===== src/rtl/mem_access_unit.sv =====
// M-stage data-memory access controller: req/ack handshake to a multi-cycle memory, StallM to the hazard unit.
// Optional MEM_ALIGN_CHECK_EN: misaligned accesses abort with ErrM instead of issuing a word-aligned request.
module mem_access_unit #(
    parameter int unsigned DW      = 32,
    parameter int unsigned AW      = 32,
    parameter int unsigned TIMEOUT = 255
) (
    input  logic          clk,
    input  logic          reset,
    input  logic          MemReadM,
    input  logic          MemWriteM,
    input  logic [AW-1:0] ALUOutM,
    input  logic [DW-1:0] WriteDataM,
    output logic [DW-1:0] ReadDataM,
    output logic          StallM,
    output logic          ErrM,
    output logic          bus_req,
    output logic          bus_we,
    output logic [AW-1:0] bus_addr,
    output logic [DW-1:0] bus_wdata,
    input  logic          bus_ack,
    input  logic [DW-1:0] bus_rdata
);

    localparam int unsigned      CW       = (TIMEOUT > 1) ? $clog2(TIMEOUT) : 1;
    localparam logic [CW-1:0]    CNT_LAST = (TIMEOUT == 0) ? '0 : CW'(TIMEOUT - 1);

    typedef enum logic [1:0] {
        IDLE = 2'd0,
        REQ  = 2'd1,
        DONE = 2'd2
    } state_e;

    state_e        state_q, state_d;
    logic [CW-1:0] cnt_q, cnt_d;
    logic          req_q, req_d;
    logic          we_q, we_d;
    logic [AW-1:0] addr_q, addr_d;
    logic [DW-1:0] wdata_q, wdata_d;
    logic [DW-1:0] rdata_q, rdata_d;
    logic          err_q, err_d;
    logic          access_c;

    assign access_c  = MemReadM | MemWriteM;
    assign bus_req   = req_q;
    assign bus_we    = we_q;
    assign bus_addr  = addr_q;
    assign bus_wdata = wdata_q;
    assign ReadDataM = rdata_q;
    assign ErrM      = err_q;

`ifndef MEM_ALIGN_CHECK_EN
    // Low address bits are dropped when the alignment check is compiled out.
    logic unused_low_addr;
    assign unused_low_addr = ^ALUOutM[1:0];
`endif

    // Next-state, handshake and stall logic.
    always_comb begin
        state_d = state_q;
        cnt_d   = cnt_q;
        req_d   = req_q;
        we_d    = we_q;
        addr_d  = addr_q;
        wdata_d = wdata_q;
        rdata_d = rdata_q;
        err_d   = 1'b0;
        StallM  = 1'b0;

        case (state_q)
            IDLE: begin
                if (access_c) begin
                    StallM = 1'b1;
`ifdef MEM_ALIGN_CHECK_EN
                    if (ALUOutM[1:0] != 2'b00) begin
                        rdata_d = '0;
                        err_d   = 1'b1;
                        state_d = DONE;
                    end else
`endif
                    begin
                        req_d   = 1'b1;
                        addr_d  = {ALUOutM[AW-1:2], 2'b00};
                        wdata_d = WriteDataM;
                        we_d    = MemWriteM;
                        cnt_d   = '0;
                        state_d = REQ;
                    end
                end
            end
            REQ: begin
                StallM = 1'b1;
                if (bus_ack) begin
                    if (!we_q) begin
                        rdata_d = bus_rdata;
                    end
                    req_d   = 1'b0;
                    state_d = DONE;
                end else if ((TIMEOUT != 0) && (cnt_q == CNT_LAST)) begin
                    req_d   = 1'b0;
                    rdata_d = '0;
                    err_d   = 1'b1;
                    state_d = DONE;
                end else begin
                    cnt_d = cnt_q + CW'(1);
                end
            end
            DONE: begin
                // Pipeline advances here; the finished instruction is never relaunched.
                state_d = IDLE;
            end
            default: begin
                state_d = IDLE;
            end
        endcase
    end

    always_ff @(posedge clk) begin
        if (!reset) begin
            state_q <= IDLE;
            cnt_q   <= '0;
            req_q   <= 1'b0;
            we_q    <= 1'b0;
            addr_q  <= '0;
            wdata_q <= '0;
            rdata_q <= '0;
            err_q   <= 1'b0;
        end else begin
            state_q <= state_d;
            cnt_q   <= cnt_d;
            req_q   <= req_d;
            we_q    <= we_d;
            addr_q  <= addr_d;
            wdata_q <= wdata_d;
            rdata_q <= rdata_d;
            err_q   <= err_d;
        end
    end

endmodule


===== config.mk =====
export PLATFORM = sky130hd
export DESIGN_NAME = mem_access_unit
export DESIGN_NICKNAME = d
export VERILOG_FILES = /design/src/rtl/mem_access_unit.sv
export SDC_FILE = /design/constraint.sdc
export NUM_CORES = 1
export LEC_CHECK = 0
export ABC_CLOCK_PERIOD_IN_PS = 1800
export CAP_MARGIN = 15
export CORE_MARGIN = 1.5
export CORE_UTILIZATION = 35
export CTS_CLUSTER_DIAMETER = 50
export DETAILED_ROUTE_END_ITERATION = 8
export PLACE_DENSITY_LB_ADDON = 0.12
export SYNTH_ARGS = -nofsm -noshare
export SYNTH_HDL_FRONTEND = slang
export SYNTH_SLANG_ARGS = --single-unit

===== constraint.sdc =====
create_clock -name clk -period 1.8 [get_ports clk]
set_input_delay 0.36 -clock clk [delete_from_list [all_inputs] [get_ports clk]]
set_output_delay 0.36 -clock clk [all_outputs]
set_load 0.005 [all_outputs]

==> run summary, run 1 <==
DR vias/cell -> 4.82
Synthesis Warnings -> 0
post-layout util -> 59.7%
Cell variety after synth -> 41
Crit Path Max Fanout -> 6
H-tree depth -> 3
initial antenna violation count -> 0
Crit path max-delay family -> buffers and inverters
wire length per cell -> 13.8 um
CP Buf/Inv Count -> 2
Pleak -> 2.34 nW
Final period util -> 97.0%
Initial Util -> 36.2%
Remaining DRCs -> 0
count of final max-slew check failures -> 0
Critical Path, Cell by Cell -> clkdlybuf4s50_1, nor3_2, buf_4, a211o_4, or4_1, a21boi_1
Max Cap Viol -> 0
# hold bufs at CTS -> 0
Syn Area/Cell -> 8.84 um2
total negative setup slack -> 0 ns
clk buf depth -> 2
most frequent cells in the layout -> 195 x clkdlybuf4s50_1, 129 x nand2_1, 106 x dfxtp_1
VDD IR-drop max -> 0.434 mV
ratio of cells with drive above 1 in the final layout -> 7.31%
first-pass GRT wire length -> 16.7 mm
Critical R2R Launch -> cnt_q[0]$_SDFFE_PN0P_
Seq/Total Area, Yosys -> 56.7%
DIE WIDTH -> 107 um
min-delay worst type -> reg -> reg
total wire length -> 10.6 mm
initial DRC count -> 252
synthesized cell area -> 3770 um2
minimum clock period -> 1.75 ns
area grow syn2layout -> 64.6%
share of flip-flops with an asynchronous set or reset -> 0%
fill cell count -> 929
count of final setup violators -> 0
clock-pin slew on the worst setup and hold paths -> 0.10 ns
Worst path slowest cell -> clkdlybuf4s50_1
IO buf count -> 196
final total power -> 5.13 mW
pwr dens -> 826 nW/um2
CP Capture Type -> flop
full die area -> 11400 um2
Ant. Diodes -> 0
Core Rows -> 37
Most used DFF post-synth -> dfxtp_1
CTS tree -> done
vias post-DR -> 3689
non-filler cells, final -> 765
grt total ovfl -> 0
Post-DP HPWL -> 7.53 mm
DP Cell Count -> 748
unrepaired setup endpoints after global routing -> false
CP arrival -> 2.05 ns
Crit Path Category -> in -> reg
R2R Setup Slk -> 0.10 ns
Hold Crit Start -> bus_wdata[19]$_SDFFE_PN0P_
# IOs -> 201
pin count of the biggest net entering global routing -> 52
EDFF count, synth -> 0
Placeable Area -> 10400 um2
Clock Skew -> 0.0121 ns
CTS Sinks -> 107
commonest non-fill, non-tap cell in the layout -> clkdlybuf4s50_1
post-route ant nets -> 0
vias in the first global route -> 3591
Clock Latency Late Sink -> 0.36 ns
status -> completed
CTS Buf Count -> 9
Mapped Cells -> 427
die height -> 107 um
CP startpoint kind -> input pin
Hold Vio Cnt, Final -> 0
Seq cells post-synth -> 107
CP startpoint -> MemReadM
clk root buf -> clkbuf_8
GP Congestion -> 0.835
fmax -> 0.573 GHz
overall routing resource usage -> 18.3%
CP required -> 2.10 ns
layout net count -> 727
Initial DRT Pass Iterations -> 4
crit-path max cell delay -> 0.51 ns
[cell usage after synthesis (all sizes together) (3+ instances only)]
cell | n | area (um2)
clkbuf | 14 | 52.6
dfxtp | 107 | 2140
nand3 | 5 | 25.0
a21oi | 64 | 320
a22o | 32 | 280
buf | 17 | 85.1
o31ai | 3 | 22.5
nand2 | 129 | 484
and4 | 3 | 26.3
o21ai | 5 | 25.0
nor2 | 9 | 33.8
nor3 | 6 | 35.0
[where the power goes]
group | switching (mW) | internal (mW)
sequential | 0.0787 | 2.52
combinational | 0.395 | 0.605
clock | 0.839 | 0.697
[cells by family (layout without fill, tap and decap cells)]
logic type	Yosys count	after routing	synth area share [%]
AOI/OAI and AO/OA	119	119	20.4
adders and majority gates	2	2	0.663
buffers and inverters	34	235	3.94
DFF	107	107	56.7
other	1	2	0.0993
and+or+nand+nor	164	164	18.2
[sequential cells by signal (all words and copies together) (netlist names)]
register and count:
bus_we 1, cnt_q 8, state_q 2, ReadDataM 32
bus_req 1, bus_wdata 32, bus_addr 30, ErrM 1
[layout make-up]
| type | instances | area [um2] | area share [%] |
|---|---|---|---|
| multi-input cells | 287 | 1520 | 24.4 |
| clock inverters | 6 | 71.3 | 1.15 |
| well taps | 136 | 170 | 2.74 |
| inverters | 3 | 11.3 | 0.181 |
| repair buffers | 216 | 2160 | 34.8 |
| clock buffers | 10 | 138 | 2.22 |
| flip-flops and latches | 107 | 2140 | 34.5 |
[layer usage]
layer  up-vias  part of all wire [%]  routed length, um  GRT usage, %
met5         -                     0                  0             0
met4         0                   1.9                197          7.43
met3        16                   8.8                935          5.47
met2       133                    46               4900          30.1
met1      1685                    43               4560          22.3
li1       1855                     -                  -             -
[worst reg2reg max path: cells and delay by family (launching register included)]
| family | cells | cell delay, ns |
|---|---|---|
| simple gates | 3 | 0.92 |
| flops | 1 | 0.34 |
| fa+ha+maj | 1 | 0.20 |
| compound gates | 1 | 0.15 |
| buf+inv | 1 | 0.05 |
[stage by stage]
stage          hold slack (ns)  area, um2  setup WS [ns]
6_report                 0.457       6210         0.0543
5_1_grt                  0.475       6210         0.0129
4_1_cts                  0.461       6200         0.0375
3_5_place_dp             0.448       5990         -0.234
3_3_place_gp             0.441       5990         -0.184
2_1_floorplan            0.437       3780         0.0264
[what timing repair did]
item	in CTS	in global routing
pin swaps	1	1
endpoints found under the setup margin	1	2
buffers inserted	1	0
gates resized for setup	1	3
[worst paths after layout]
path                                 to  cells past startpoint
max               cnt_q[3]$_SDFFE_PN0P_                      6
min          bus_wdata[19]$_SDFFE_PN0P_                      2
max reg2reg       cnt_q[3]$_SDFFE_PN0P_                      6
min reg2reg  bus_wdata[19]$_SDFFE_PN0P_                      2
No activity file was read; power rests on OpenSTA's default activity.
==> run 2, diff against run 1 <==
HOLD_SLACK_MARGIN = 0.05   (was default)
==> results of run 2 <==
No change in the layout: final DEF, timing and power equal those of run 1.
